$ cat src/rtl/top_k_pkg.sv
// Shared types and helpers for the streaming top-K chain.
// TOP_K_SIGNED_EN selects two's-complement comparisons; the default compares unsigned.
package top_k_pkg;

  // Tokens carry data widened to this size so the cell type stays independent of DATA_WIDTH.
  localparam int unsigned MaxDataWidth = 64;

`ifdef TOP_K_SIGNED_EN
  localparam bit SignedEn = 1'b1;
`else
  localparam bit SignedEn = 1'b0;
`endif

  typedef struct packed {
    logic [MaxDataWidth-1:0] data;
    logic                    valid;
    logic                    last;
  } token_t;

  typedef enum logic [1:0] {
    StAccum = 2'd0,
    StFlush = 2'd1,
    StDrain = 2'd2
  } state_e;

  function automatic int unsigned cnt_w(input int unsigned k);
    return $clog2(k + 1);
  endfunction

  // Operands arrive already sign- or zero-extended to MaxDataWidth.
  function automatic logic greater(input logic [MaxDataWidth-1:0] a,
                                   input logic [MaxDataWidth-1:0] b);
`ifdef TOP_K_SIGNED_EN
    return $signed(a) > $signed(b);
`else
    return a > b;
`endif
  endfunction

endpackage

$ cat src/rtl/top_k_cell.sv
// One compare/keep stage: keeps the larger of stored and incoming value, forwards the other.
module top_k_cell
  import top_k_pkg::*;
(
  input  logic                    clk_i,
  input  logic                    rst_i,
  input  logic                    clear_i,
  input  token_t                  tok_i,
  output token_t                  tok_o,
  output logic                    occ_o,
  output logic [MaxDataWidth-1:0] val_o
);

  logic                    occ_q, occ_d;
  logic [MaxDataWidth-1:0] val_q, val_d;
  token_t                  fwd_q, fwd_d;

  always_comb begin
    occ_d = occ_q;
    val_d = val_q;
    // The last marker always travels on, even when its value is absorbed here.
    fwd_d = '{data: tok_i.data, valid: 1'b0, last: tok_i.last};
    if (tok_i.valid) begin
      if (!occ_q) begin
        occ_d = 1'b1;
        val_d = tok_i.data;
      end else if (greater(tok_i.data, val_q)) begin
        val_d       = tok_i.data;
        fwd_d.data  = val_q;
        fwd_d.valid = 1'b1;
      end else begin
        fwd_d.valid = 1'b1;
      end
    end
    if (clear_i) begin
      occ_d = 1'b0;
      val_d = '0;
      fwd_d = '0;
    end
  end

  always_ff @(posedge clk_i) begin
    if (rst_i) begin
      occ_q <= 1'b0;
      val_q <= '0;
      fwd_q <= '0;
    end else begin
      occ_q <= occ_d;
      val_q <= val_d;
      fwd_q <= fwd_d;
    end
  end

  assign tok_o = fwd_q;
  assign occ_o = occ_q;
  assign val_o = val_q;

endmodule

$ cat src/rtl/top_k_chain.sv
// Streaming top-K selector: K-deep systolic chain, then drains the K largest values descending.
// Define TOP_K_SIGNED_EN for signed comparisons (unsigned by default).
module top_k_chain
  import top_k_pkg::*;
#(
  parameter int unsigned  DATA_WIDTH = 32,
  parameter int unsigned  K          = 8,
  localparam int unsigned CNT_W      = cnt_w(K)
) (
  input  logic                  clk,
  input  logic                  rst,
  input  logic [DATA_WIDTH-1:0] rx_data_TDATA,
  input  logic                  rx_data_TVALID,
  input  logic                  rx_data_TLAST,
  output logic                  rx_data_TREADY,
  output logic [DATA_WIDTH-1:0] tx_data_TDATA,
  output logic                  tx_data_TVALID,
  output logic                  tx_data_TLAST,
  input  logic                  tx_data_TREADY,
  output logic [DATA_WIDTH-1:0] max_TDATA,
  output logic                  max_TVALID,
  output logic [CNT_W-1:0]      count
);

  state_e                  state_q, state_d;
  logic [CNT_W-1:0]        idx_q, idx_d;
  token_t                  tok [K+1];
  logic [K-1:0]            occ;
  logic [MaxDataWidth-1:0] val [K];
  logic [MaxDataWidth-1:0] in_data;
  logic                    rx_hs, tx_hs, clear;

  assign rx_data_TREADY = (state_q == StAccum);
  assign rx_hs          = rx_data_TVALID & rx_data_TREADY;
  assign tx_data_TVALID = (state_q == StDrain);
  assign tx_hs          = tx_data_TVALID & tx_data_TREADY;
  assign tx_data_TLAST  = tx_data_TVALID & (idx_q == count - CNT_W'(1));
  assign clear          = tx_hs & tx_data_TLAST;

  // Widen once at the chain entry so every cell compares at full token width.
  always_comb begin
    in_data                   = '0;
    in_data[DATA_WIDTH-1:0]   = rx_data_TDATA;
    for (int unsigned i = DATA_WIDTH; i < MaxDataWidth; i++) begin
      in_data[i] = SignedEn & rx_data_TDATA[DATA_WIDTH-1];
    end
  end

  assign tok[0] = '{data: in_data, valid: rx_hs, last: rx_hs & rx_data_TLAST};

  for (genvar g = 0; g < K; g++) begin : g_cell
    top_k_cell u_cell (
      .clk_i   (clk),
      .rst_i   (rst),
      .clear_i (clear),
      .tok_i   (tok[g]),
      .tok_o   (tok[g+1]),
      .occ_o   (occ[g]),
      .val_o   (val[g])
    );
  end

  always_comb begin
    count = '0;
    for (int unsigned i = 0; i < K; i++) begin
      count = count + CNT_W'(occ[i]);
    end
  end

  always_comb begin
    tx_data_TDATA = '0;
    for (int unsigned i = 0; i < K; i++) begin
      if (idx_q == CNT_W'(i)) tx_data_TDATA = val[i][DATA_WIDTH-1:0];
    end
  end

  assign max_TDATA  = val[0][DATA_WIDTH-1:0];
  assign max_TVALID = occ[0];

  always_comb begin
    state_d = state_q;
    idx_d   = idx_q;
    unique case (state_q)
      StAccum: if (rx_hs && rx_data_TLAST) state_d = StFlush;
      // Bits leaving the last cell: the set is fully sorted once the last marker emerges.
      StFlush: if (tok[K].last) begin
        state_d = StDrain;
        idx_d   = '0;
      end
      StDrain: if (tx_hs) begin
        if (tx_data_TLAST) begin
          state_d = StAccum;
          idx_d   = '0;
        end else begin
          idx_d = idx_q + CNT_W'(1);
        end
      end
      default: state_d = StAccum;
    endcase
  end

  always_ff @(posedge clk) begin
    if (rst) begin
      state_q <= StAccum;
      idx_q   <= '0;
    end else begin
      state_q <= state_d;
      idx_q   <= idx_d;
    end
  end

endmodule

$ cat config.mk
export PLATFORM = sky130hd
export DESIGN_NAME = top_k_chain
export DESIGN_NICKNAME = d
export VERILOG_FILES = /design/src/rtl/top_k_pkg.sv /design/src/rtl/top_k_cell.sv /design/src/rtl/top_k_chain.sv
export SDC_FILE = /design/constraint.sdc
export NUM_CORES = 1
export LEC_CHECK = 0
export ABC_CLOCK_PERIOD_IN_PS = 5950
export BUFFER_PORTS_ARGS = -buffer_cell sky130_fd_sc_hd__buf_2
export CAP_MARGIN = 20
export CORE_MARGIN = 2
export CORE_UTILIZATION = 50
export DETAILED_ROUTE_END_ITERATION = 6
export PLACE_DENSITY_LB_ADDON = 0.08
export SYNTH_ARGS = -nofsm -noshare
export SYNTH_HDL_FRONTEND = slang
export SYNTH_SLANG_ARGS = --single-unit
$ cat constraint.sdc
create_clock -name clk -period 5.95 [get_ports clk]
set_input_delay 0.2975 -clock clk [delete_from_list [all_inputs] [get_ports clk]]
set_output_delay 0.2975 -clock clk [all_outputs]
set_load 0.02 [all_outputs]
### Word level (Yosys, flattened, before mapping)

Index checks and enable logic that the tools add are counted.

* bitwise gates (word level): 14
* reduce and logical (&&, ||, !) cells: 23
* equality and inequality tests: 22
* muxes and demuxes: 54
* $add $sub $neg: 9
* $lt $le $gt $ge: 8

Operators by type and width (number)
* 2-to-1 mux 64 bit: 22
* 2-to-1 mux 65 bit: 12
* > comparator 64 bit: 7
* 2-to-1 mux 32 bit: 9
* 2-to-1 mux 33 bit: 2
* > comparator 32 x 64 -> 1 bit: 1
* OR reduction 3 bit: 7
* adder 4 x 1 -> 4 bit: 4
* == test 4 x 3 -> 1 bit (second input constant): 4
* != test 2 bit (second input constant): 8
* AND reduction 2 bit: 8
* 2-to-1 mux 4 bit: 3
* NOT 1 bit: 9
* == test 4 x 2 -> 1 bit (second input constant): 2
* 2-to-1 mux 2 bit: 4
* != test 2 x 1 -> 1 bit (second input constant): 4
* one-hot mux 4 bit (2 select lines): 1
* one-hot mux 2 bit (3 select lines): 1
* bitwise AND 1 bit: 5
* OR reduction 5 bit: 1
* adder 3 x 1 -> 4 bit: 1
* adder 4 x 1 -> 4 bit (second input constant): 1
* == test 4 x 1 -> 1 bit (second input constant): 1
* == test 4 bit: 1
* other kinds (12): 12

* flip-flop bits (word level): 989
* word-level logic and storage cells: 171
* output and inout bits: 72
* input bits: 37

### Longest topological paths before layout

Gate-level depths: netlist of run 1.

* depth after elaboration: 13
* mapped depth: 19
* depth with buffers taken out: 16

### Hierarchy

From an unflattened synthesis of run 1, not the netlist that was laid out.

* cell total of the unflattened synthesis: 6479
* area total of the unflattened synthesis: 55456.9 µm²

By module, submodules not included
* top_k_cell at g_cell[0].u_cell ...: instances 7, area an instance 6547.5 µm², cells each 740, sequential area each 2622.5 µm²
* top_k_cell at g_cell[4].u_cell: instances 1, area an instance 6774.0 µm², cells each 813, sequential area each 2622.5 µm²
* top_k_chain: instances 1, area an instance 2850.2 µm², cells each 486, sequential area each 120.1 µm²

### Worst setup path after synthesis of run 1

Ideal clock, no wire load.

* path kind: reg2reg
* from: register g_cell[0].u_cell.occ_q
* to: register g_cell[2].u_cell.fwd_q (netlist bit g_cell[2].u_cell.tok_o[15])
* library setup time: 130 ps
* slack: 1103 ps
* arrival time: 4718 ps
* data required time: 5820 ps
* period minus slack after synthesis: 4847 ps
* cell stages (with the launch flop): 18
* path buffers: 2
* cell sequence: dfxtp_1 -> inv_1 -> fa_1 -> fa_1 -> fa_1 -> inv_1 -> ha_1 -> fa_1 -> inv_1 -> ha_1 -> xor2_2 -> nor2_1 -> a2bb2oi_1 -> nor4_4 -> a31o_2 -> buf_2 -> buf_1 -> o31ai_1

* word-level cells in the longest chain between the ends: 12

Ends and longest elaborated chain
* from (decl): line top_k_cell.sv:14 `logic occ_q, occ_d;`
* from (signal assigned): line top_k_cell.sv:44 `occ_q <= 1'b0;`
* from (signal assigned): line top_k_cell.sv:48 `occ_q <= occ_d;`
* adder 1 x 1 -> 2 bit: line top_k_chain.sv:66 `count = count + CNT_W'(occ[i]);`
* adder 2 x 1 -> 3 bit: line top_k_chain.sv:66
* adder 3 x 1 -> 4 bit: line top_k_chain.sv:66
* adder 4 x 1 -> 4 bit (4 in a row): line top_k_chain.sv:66
* net count[1]: line top_k_chain.sv:22 `output logic [CNT_W-1:0] count`
* subtractor 4 x 1 -> 4 bit: line top_k_chain.sv:37 `assign tx_data_TLAST = tx_data_TVALID & (idx_q == count - CNT_W'(1));`
* == test 4 bit: line top_k_chain.sv:37
* bitwise AND 1 bit: line top_k_chain.sv:37
* bitwise AND 1 bit: line top_k_chain.sv:38 `assign clear = tx_hs & tx_data_TLAST;`
* OR reduction 2 bit (no source line)
* to (signal assigned): line top_k_cell.sv:50 `fwd_q <= fwd_d;`
* to (decl): line top_k_cell.sv:16 `token_t fwd_q, fwd_d;`

The timed path passes the listed nets, and every way through them passes these cells.
A chain may end at the register's enable or synchronous reset.

### Worst setup path after layout of run 1

* from: register g_cell[0].u_cell.occ_q
* to: register g_cell[6].u_cell.fwd_q (netlist bit g_cell[6].u_cell.tok_o[27])

* word-level cells in the longest chain between the ends: 12

Ends and longest elaborated chain (line)
* adder 1 x 1 -> 2 bit: top_k_chain.sv:66
* adder 2 x 1 -> 3 bit: top_k_chain.sv:66
* adder 3 x 1 -> 4 bit: top_k_chain.sv:66
* adder 4 x 1 -> 4 bit (4 in a row): top_k_chain.sv:66
* subtractor 4 x 1 -> 4 bit: top_k_chain.sv:37
* == test 4 bit: top_k_chain.sv:37
* bitwise AND 1 bit: top_k_chain.sv:37
* bitwise AND 1 bit: top_k_chain.sv:38
* OR reduction 2 bit (no source line)
* to (signal assigned): top_k_cell.sv:50
* to (decl): top_k_cell.sv:16

No other way between the ends.

==> key figures, run 1 <==
Synth
  • Post-Synth Simple-Gate Area: 0.168
  • Synthesized Nets: around 3,500
  • EDFF count, synth: 0
  • Yosys top cell area share: 0.373
  • Leading area contributor after synthesis: dfxtp_1
  • Synth Flop Type: dfxtp_1
  • Ys Warns: 0
  • Sequential fraction of the synthesis area: 0.373
  • XOR/XNOR Fraction of Synth Area: 0.00183
  • Largest family of logic cells by synthesized area: simple AND/OR/NAND/NOR gates
  • Post-synth cell types: 66
  • Async set-or-reset flop fraction in the synthesized netlist: 0
  • FF+latch count, synth: 509
  • Area contributors post-synth: dfxtp_1, mux2i_1, ha_1
  • Complex-gate fraction of the synthesized area: 0.131
  • Synth Area in Adders: 0.124
  • Syn Inst Count: 3,206
  • Synth Area per Inst: 8.52 sq um
  • Mux contribution to synthesized area: 0.129
  • Synth Cell Area: about 27,000 sq um

Layout
  • # diodes: 0
  • Share of cells above drive strength 1: 0.0811
  • Multi-input gate area: 15,200 sq um
  • Register area: 10,200 sq um
  • Synth-to-layout area growth: 12.0%
  • Core Util, Final: 0.568
  • Fill cells: just under 5,000
  • Nets@finish: 3,563

CTS
  • Clk_lat worst skew: 600 ps
  • CTS max path bufs: 3
  • CTS resizes: 0
  • # hold bufs at CTS: 37
  • CTS root buffer: clkbuf_16
  • CTS buffer count: 56
  • CTS tree: done
  • H-tree depth: 2
  • Clock sink count: 509
  • Worst-path clk slew: 60 ps
  • Post-CTS Setup Inserts: 0

Hold path
  • Hold Path Stages: 4
  • Worst Hold End: state_q[1]$_SDFFE_PP0P_
  • Hold Crit Start: tx_data_TREADY
  • Hold crit path type: input pin to flip-flop

Routing
  • Via-per-instance ratio: 5.42
  • Via Count: 21,675
  • ANT nets after route: 0
  • DR pass1 iterations: 7
  • # DRC: 0
  • Drt total wl: 64,600 um
  • Drt wl/cell: ~16 um
  • Drt initial violations: between 1,000 and 1,500

Worst setup path
  • R2R cell count: 17
  • CP Max Fanout: 56
  • FF-to-FF Start: g_cell[0].u_cell.occ_o$_SDFFE_PP0P_
  • FF-to-FF setup slack: 630 ps
  • R2r endpoint: g_cell[6].u_cell.tok_o[27]$_SDFF_PP0_
  • CP arrival: 5840 ps
  • WS Path Type: flip-flop to flip-flop
  • Critical path startpoint category: flip-flop
  • Endpoint class of the critical path: flip-flop
  • CP required: 6460 ps

Timing
  • Fin crit share: 0.895
  • Slew Limit Fails: 0
  • RSZ-0062 raised after global routing: false
  • Clock period minus final worst setup slack: 5320 ps
  • Slew headroom: 0.270
  • Setup TNS: 0 ps
  • F_max: 188 MHz
  • Worst slew pin tran: 1080 ps
  • # setup viols final: 0
  • Final hold viol count: 0
  • Final Skew: 18.0 ps

Power and ir drop
  • Max IR drop VDD: about 0.00022 V
  • Pwr/cell area: roughly 260 nW/um^2
  • Leakage: about 13 nW

Place
  • Routability cong.: 0.869
  • IO buf count: 108
  • Detail Placement HPWL: 47,500 um

Die
  • Die Y: 238 um
  • Die width: around 240 um
  • Site row count: 85
  • # IOs: 109
  • Initial Utilization: 0.506
  • Core area: 53,900 sq um
  • Die area: approximately 57,000 sq um

Global route
  • Largest net degree at the start of global routing: 159
  • Initial antenna violation count: 0
  • GRT Total Usage: 0.228
  • First-pass GRT wire length: 106,000 um
  • GR Overflow Total: 0
  • Vias in the first global route: around 21,000

Run
  • Max_cap viols: 0

Outcome
  • Outcome: completed
==> layout by cell type, fill, tap and decap left out, types with 24 or more instances in the layout <==
| master | synthesis | routed |
|---|---|---|
| a21o_1 | 32 | 32 |
| a21oi_1 | 244 | 243 |
| a22oi_1 | 37 | 37 |
| buf_2 | 68 | 108 |
| buf_4 | 25 | 24 |
| clkbuf_16 | 0 | 57 |
| dfxtp_1 | 509 | 509 |
| dlygate4sd3_1 | 0 | 37 |
| ha_1 | 264 | 263 |
| inv_1 | 282 | 282 |
| mux2i_1 | 352 | 352 |
| nand2_1 | 580 | 578 |
| nand3_1 | 152 | 151 |
| nand3b_1 | 33 | 33 |
| nand4_1 | 54 | 54 |
| nor2_1 | 107 | 107 |
| nor3_1 | 41 | 41 |
| o211a_1 | 35 | 35 |
| o21ai_0 | 130 | 130 |
| o31ai_1 | 32 | 32 |
==> worst max-delay path: stages (launching register included) <==
cell	delay (ps)
dfxtp_1	460
inv_1	100
fa_1	580
fa_1	430
fa_1	490
inv_1	50
ha_1	190
fa_1	530
inv_1	60
ha_1	200
xor2_2	180
a2111oi_4	430
nor4_4	120
a31oi_4	320
buf_12	230
buf_4	480
nand2_1	150
o21ai_0	210
==> worst max path at each step <==
stage | to | start | cells after the start
after floorplan | g_cell[2].u_cell.tok_o[15]$_SDFF_PP0_ | g_cell[0].u_cell.occ_o$_SDFFE_PP0P_ | 17
after global placement | g_cell[6].u_cell.tok_o[30]$_SDFF_PP0_ | g_cell[0].u_cell.occ_o$_SDFFE_PP0P_ | 17
after detailed placement | g_cell[6].u_cell.tok_o[27]$_SDFF_PP0_ | g_cell[0].u_cell.occ_o$_SDFFE_PP0P_ | 18
after CTS | g_cell[6].u_cell.tok_o[27]$_SDFF_PP0_ | g_cell[0].u_cell.occ_o$_SDFFE_PP0P_ | 18
after global routing | g_cell[6].u_cell.tok_o[27]$_SDFF_PP0_ | g_cell[0].u_cell.occ_o$_SDFFE_PP0P_ | 18
final | g_cell[6].u_cell.tok_o[27]$_SDFF_PP0_ | g_cell[0].u_cell.occ_o$_SDFFE_PP0P_ | 17
==> cell type report <==
type	count	area share
Multi-Input combinational cell	2230	0.498
Timing Repair Buffer	178	0.0415
Clock inverter	21	0.0103
Inverter	283	0.0347
Sequential cell	509	0.333
Tap cell	696	0.0285
Clock buffer	82	0.0539
==> power breakdown <==
| group | leakage [nW] | internal [mW] | switching [mW] |
|---|---|---|---|
| Clock | 0.967 | 2.26 | 1.42 |
| Sequential | 4.12 | 3.47 | 0.0544 |
| Combinational | 8.22 | 0.266 | 0.430 |
==> through the flow <==
stage               area (sq um)  power, mW  cells  setup slack (ps)  hold WS (ps)
floorplan                  27300       4.05   3206              1100           406
global placement           28200       4.25   3857               787           409
detailed placement         28300       4.27   3859               601           410
CTS                        30600       7.98   3999               590          28.3
global route               30600       8.21   3999               190          75.6
finish                     30600       7.90   3999               627          59.1
==> Yosys cell counts, types with 4 or more instances <==
cell type / number
ha_1: 264
nand3_1: 152
nor2b_1: 12
o21ai_0: 130
nand2_1: 580
buf_2: 68
and2_1: 11
a21o_1: 32
inv_1: 282
o211a_1: 35
a22oi_1: 37
nor2_1: 107
o21ai_1: 7
buf_6: 6
nand3b_1: 33
nor4_1: 13
buf_1: 8
or3_1: 4
nor3_1: 41
a21oi_1: 244
o21a_1: 5
nand4_1: 54
buf_4: 25
clkbuf_1: 77
a31oi_1: 5
mux2i_1: 352
fa_1: 4
dfxtp_1: 509
o211ai_1: 12
a211oi_1: 7
nand2b_1: 6
o31ai_1: 32
==> sequential cells by signal, summed over array words and instances (netlist names) <==
name and count:
idx_q 4, g_cell.u_cell.tok_o 239, g_cell.u_cell.val_o 256, state_q 2, g_cell.u_cell.occ_o 8
==> kinds of logic after synthesis <==
family / count (synthesis)
compound gates: 573
flops: 509
simple gates: 1032
mux: 353
buf+inv: 467
fa+ha+maj: 268
xor+xnor: 4
==> metal layers <==
metal	GRT usage	vias to the layer above	wire, um
li1	-	11166	-
met1	0.320	9982	32000
met2	0.357	401	28200
met3	0.0301	126	2330
met4	0.0810	0	2170
met5	0	-	0
Power figures use the tool's default switching activity.
==> inputs of run 2 (changes only) <==
MAX_ROUTING_LAYER = met4   (was default)
==> key figures, run 2 (same netlist as run 1, synthesis figures left out) <==
Die
  • # IOs: 109 (unchanged)
  • Die Y: 238 um (unchanged)
  • Die width: 238 um (unchanged)
  • Initial Utilization: 0.506 (unchanged)
  • Site row count: 85 (unchanged)
  • Core area: 53,900 sq um (unchanged)
  • Die area: 56,500 sq um (unchanged)

Timing
  • Clock period minus final worst setup slack: 5290 ps (was 5320 ps)
  • Final Skew: 11.4 ps (was 18.0 ps)
  • Fin crit share: 0.890 (was 0.895)
  • RSZ-0062 raised after global routing: false (unchanged)
  • Worst Setup Slack, final: 657 ps (was 627 ps)
  • Worst slew pin tran: 1050 ps (was 1080 ps)
  • # setup viols final: 0 (unchanged)
  • Setup TNS: 0 ps (unchanged)
  • Slew Limit Fails: 0 (unchanged)
  • Slew headroom: 0.296 (was 0.270)
  • Final hold viol count: 0 (unchanged)
  • F_max: 189 MHz (was 188 MHz)

Layout
  • Commonest non-fill, non-tap cell in the layout: nand2_1 (unchanged)
  • Commonest cells after routing, fill and taps aside: nand2_1, dfxtp_1, mux2i_1, inv_1, ha_1 (unchanged)
  • Nets@finish: 3,569 (was 3,563)
  • # diodes: 0 (unchanged)
  • Share of cells above drive strength 1: 0.0828 (was 0.0811)
  • Flip-flop count of the largest register after layout: 256 (unchanged)
  • Synth-to-layout area growth: 12.0% (about the same)
  • Core Util, Final: 0.567 (was 0.568)

Global route
  • GRT met1 Usage: 0.323 (was 0.320)
  • Initial antenna violation count: 0 (unchanged)
  • Vias in the first global route: 20,844 (was 20,807)
  • GRT Total Usage: 0.237 (was 0.228)
  • First-pass GRT wire length: 107,000 um (was 106,000 um)
  • GRT Max-Usage Layer: met2 (unchanged)
  • Met2 Use GR: 0.371 (was 0.357)
  • GR Overflow Total: 0 (unchanged)
  • Largest net degree at the start of global routing: 113 (was 159)
  • Met3 usage: 0.0255 (was 0.0301)

Power and ir drop
  • Max IR drop VDD: 0.000202 V (was 0.000223 V)
  • Leakage: 13.3 nW (about the same)
  • Pwr/cell area: 256 nW/um^2 (was 258 nW/um^2)

Place
  • Detail Placement HPWL: 47,600 um (was 47,500 um)
  • Routability cong.: 0.879 (was 0.869)
  • Pre-CTS WS: 719 ps (was 601 ps)
  • IO buf count: 108 (unchanged)

CTS
  • Clk_lat worst skew: 600 ps (about the same)
  • CTS buffer count: 56 (unchanged)
  • CTS resizes: 0 (unchanged)
  • Clock sink count: 509 (unchanged)
  • Worst-path clk slew: 60 ps (about the same)
  • # hold bufs at CTS: 37 (unchanged)
  • CTS root buffer: clkbuf_16 (unchanged)
  • CTS tree: done (unchanged)
  • H-tree depth: 2 (unchanged)
  • CTS max path bufs: 3 (unchanged)
  • Post-CTS Setup Inserts: 0 (unchanged)

Hold path
  • Hold crit path type: input pin to flip-flop (unchanged)

Routing
  • Drt total wl: 65,300 um (was 64,600 um)
  • DR pass1 iterations: 5 (was 7)
  • ANT nets after route: 0 (unchanged)
  • Via Count: 21,853 (was 21,675)
  • Via-per-instance ratio: 5.46 (was 5.42)
  • # DRC: 0 (unchanged)
  • Drt wl/cell: 16.3 um (was 16.2 um)
  • Drt initial violations: 1,263 (was 1,298)

Worst setup path
  • CP Max Fanout: 9 (was 56)
  • WS Path Type: flip-flop to primary output (was flip-flop to flip-flop)
  • CP arrival: 5000 ps (was 5840 ps)
  • Endpoint class of the critical path: primary output (was flip-flop)
  • CP required: 5650 ps (was 6460 ps)
  • Critical path startpoint category: flip-flop (unchanged)

Run
  • Max_cap viols: 0 (unchanged)

Outcome
  • Outcome: completed (unchanged)
## run 2: cell count changes in the layout (fill, tap and decap cells not counted)
cell        previous run  this run
clkinv_2              10        17
clkinv_4               1         0
buf_4                 24        31
buf_16                 0         2
clkinvlp_4             2         1
clkbuf_8              13         8
buf_12                 9         6
## run 2: cell type report
| type | instances | area [sq um] |
|---|---|---|
| clock buffers | 77 | 1580 |
| clock inverters | 26 | 333 |
| fillers | 4889 | 23300 |
| inverters | 283 | 1060 |
| multi-input cells | 2230 | 15200 |
| flip-flops and latches | 509 | 10200 |
| well taps | 696 | 871 |
| repair buffers | 184 | 1320 |
## run 2: final timing paths
check	start	to	slack, ps	cells after the start
worst max-delay path	g_cell[0].u_cell.occ_o$_SDFFE_PP0P_	tx_data_TLAST	660	15
worst min-delay path	tx_data_TREADY	state_q[1]$_SDFFE_PP0P_	70	4
worst max register to register	g_cell[0].u_cell.occ_o$_SDFFE_PP0P_	g_cell[3].u_cell.tok_o[6]$_SDFF_PP0_	670	18
worst min register to register	g_cell[4].u_cell.tok_o[0]$_SDFF_PP0_	g_cell[5].u_cell.tok_o[0]$_SDFF_PP0_	430	1
## run 2: power breakdown
group	internal, mW	leakage [nW]	switching [mW]
clock network	2.20	0.954	1.41
registers	3.47	4.12	0.0540
logic	0.267	8.26	0.432
## run 2: worst max-delay path, cell delays in order, from the launching register on
cell and delay (ps):
dfxtp_1 470, inv_1 120, fa_1 590, fa_1 430, fa_1 490, inv_1 40, ha_1 200, fa_1 530
inv_1 60, ha_1 210, xor2_2 190, nor3_2 240, a2111oi_4 70, nor4_4 410, and2_1 210, buf_2 160
## run 2: layer usage
metal	vias up	routed length (um)
met5	-	0
met4	0	1680
met3	112	2360
met2	390	29000
met1	10172	32300
li1	11179	-
## run 2: metrics by stage
step | std cells | total power, mW | instance area, sq um | hold WS (ps)
after detailed placement | 3865 | 4.28 | 28300 | 416
after CTS | 4005 | 7.92 | 30600 | 31.2
after floorplan | 3206 | 4.05 | 27300 | 406
final | 4005 | 7.83 | 30600 | 67.9
after global placement | 3863 | 4.26 | 28300 | 408
after global routing | 4005 | 8.14 | 30600 | 104
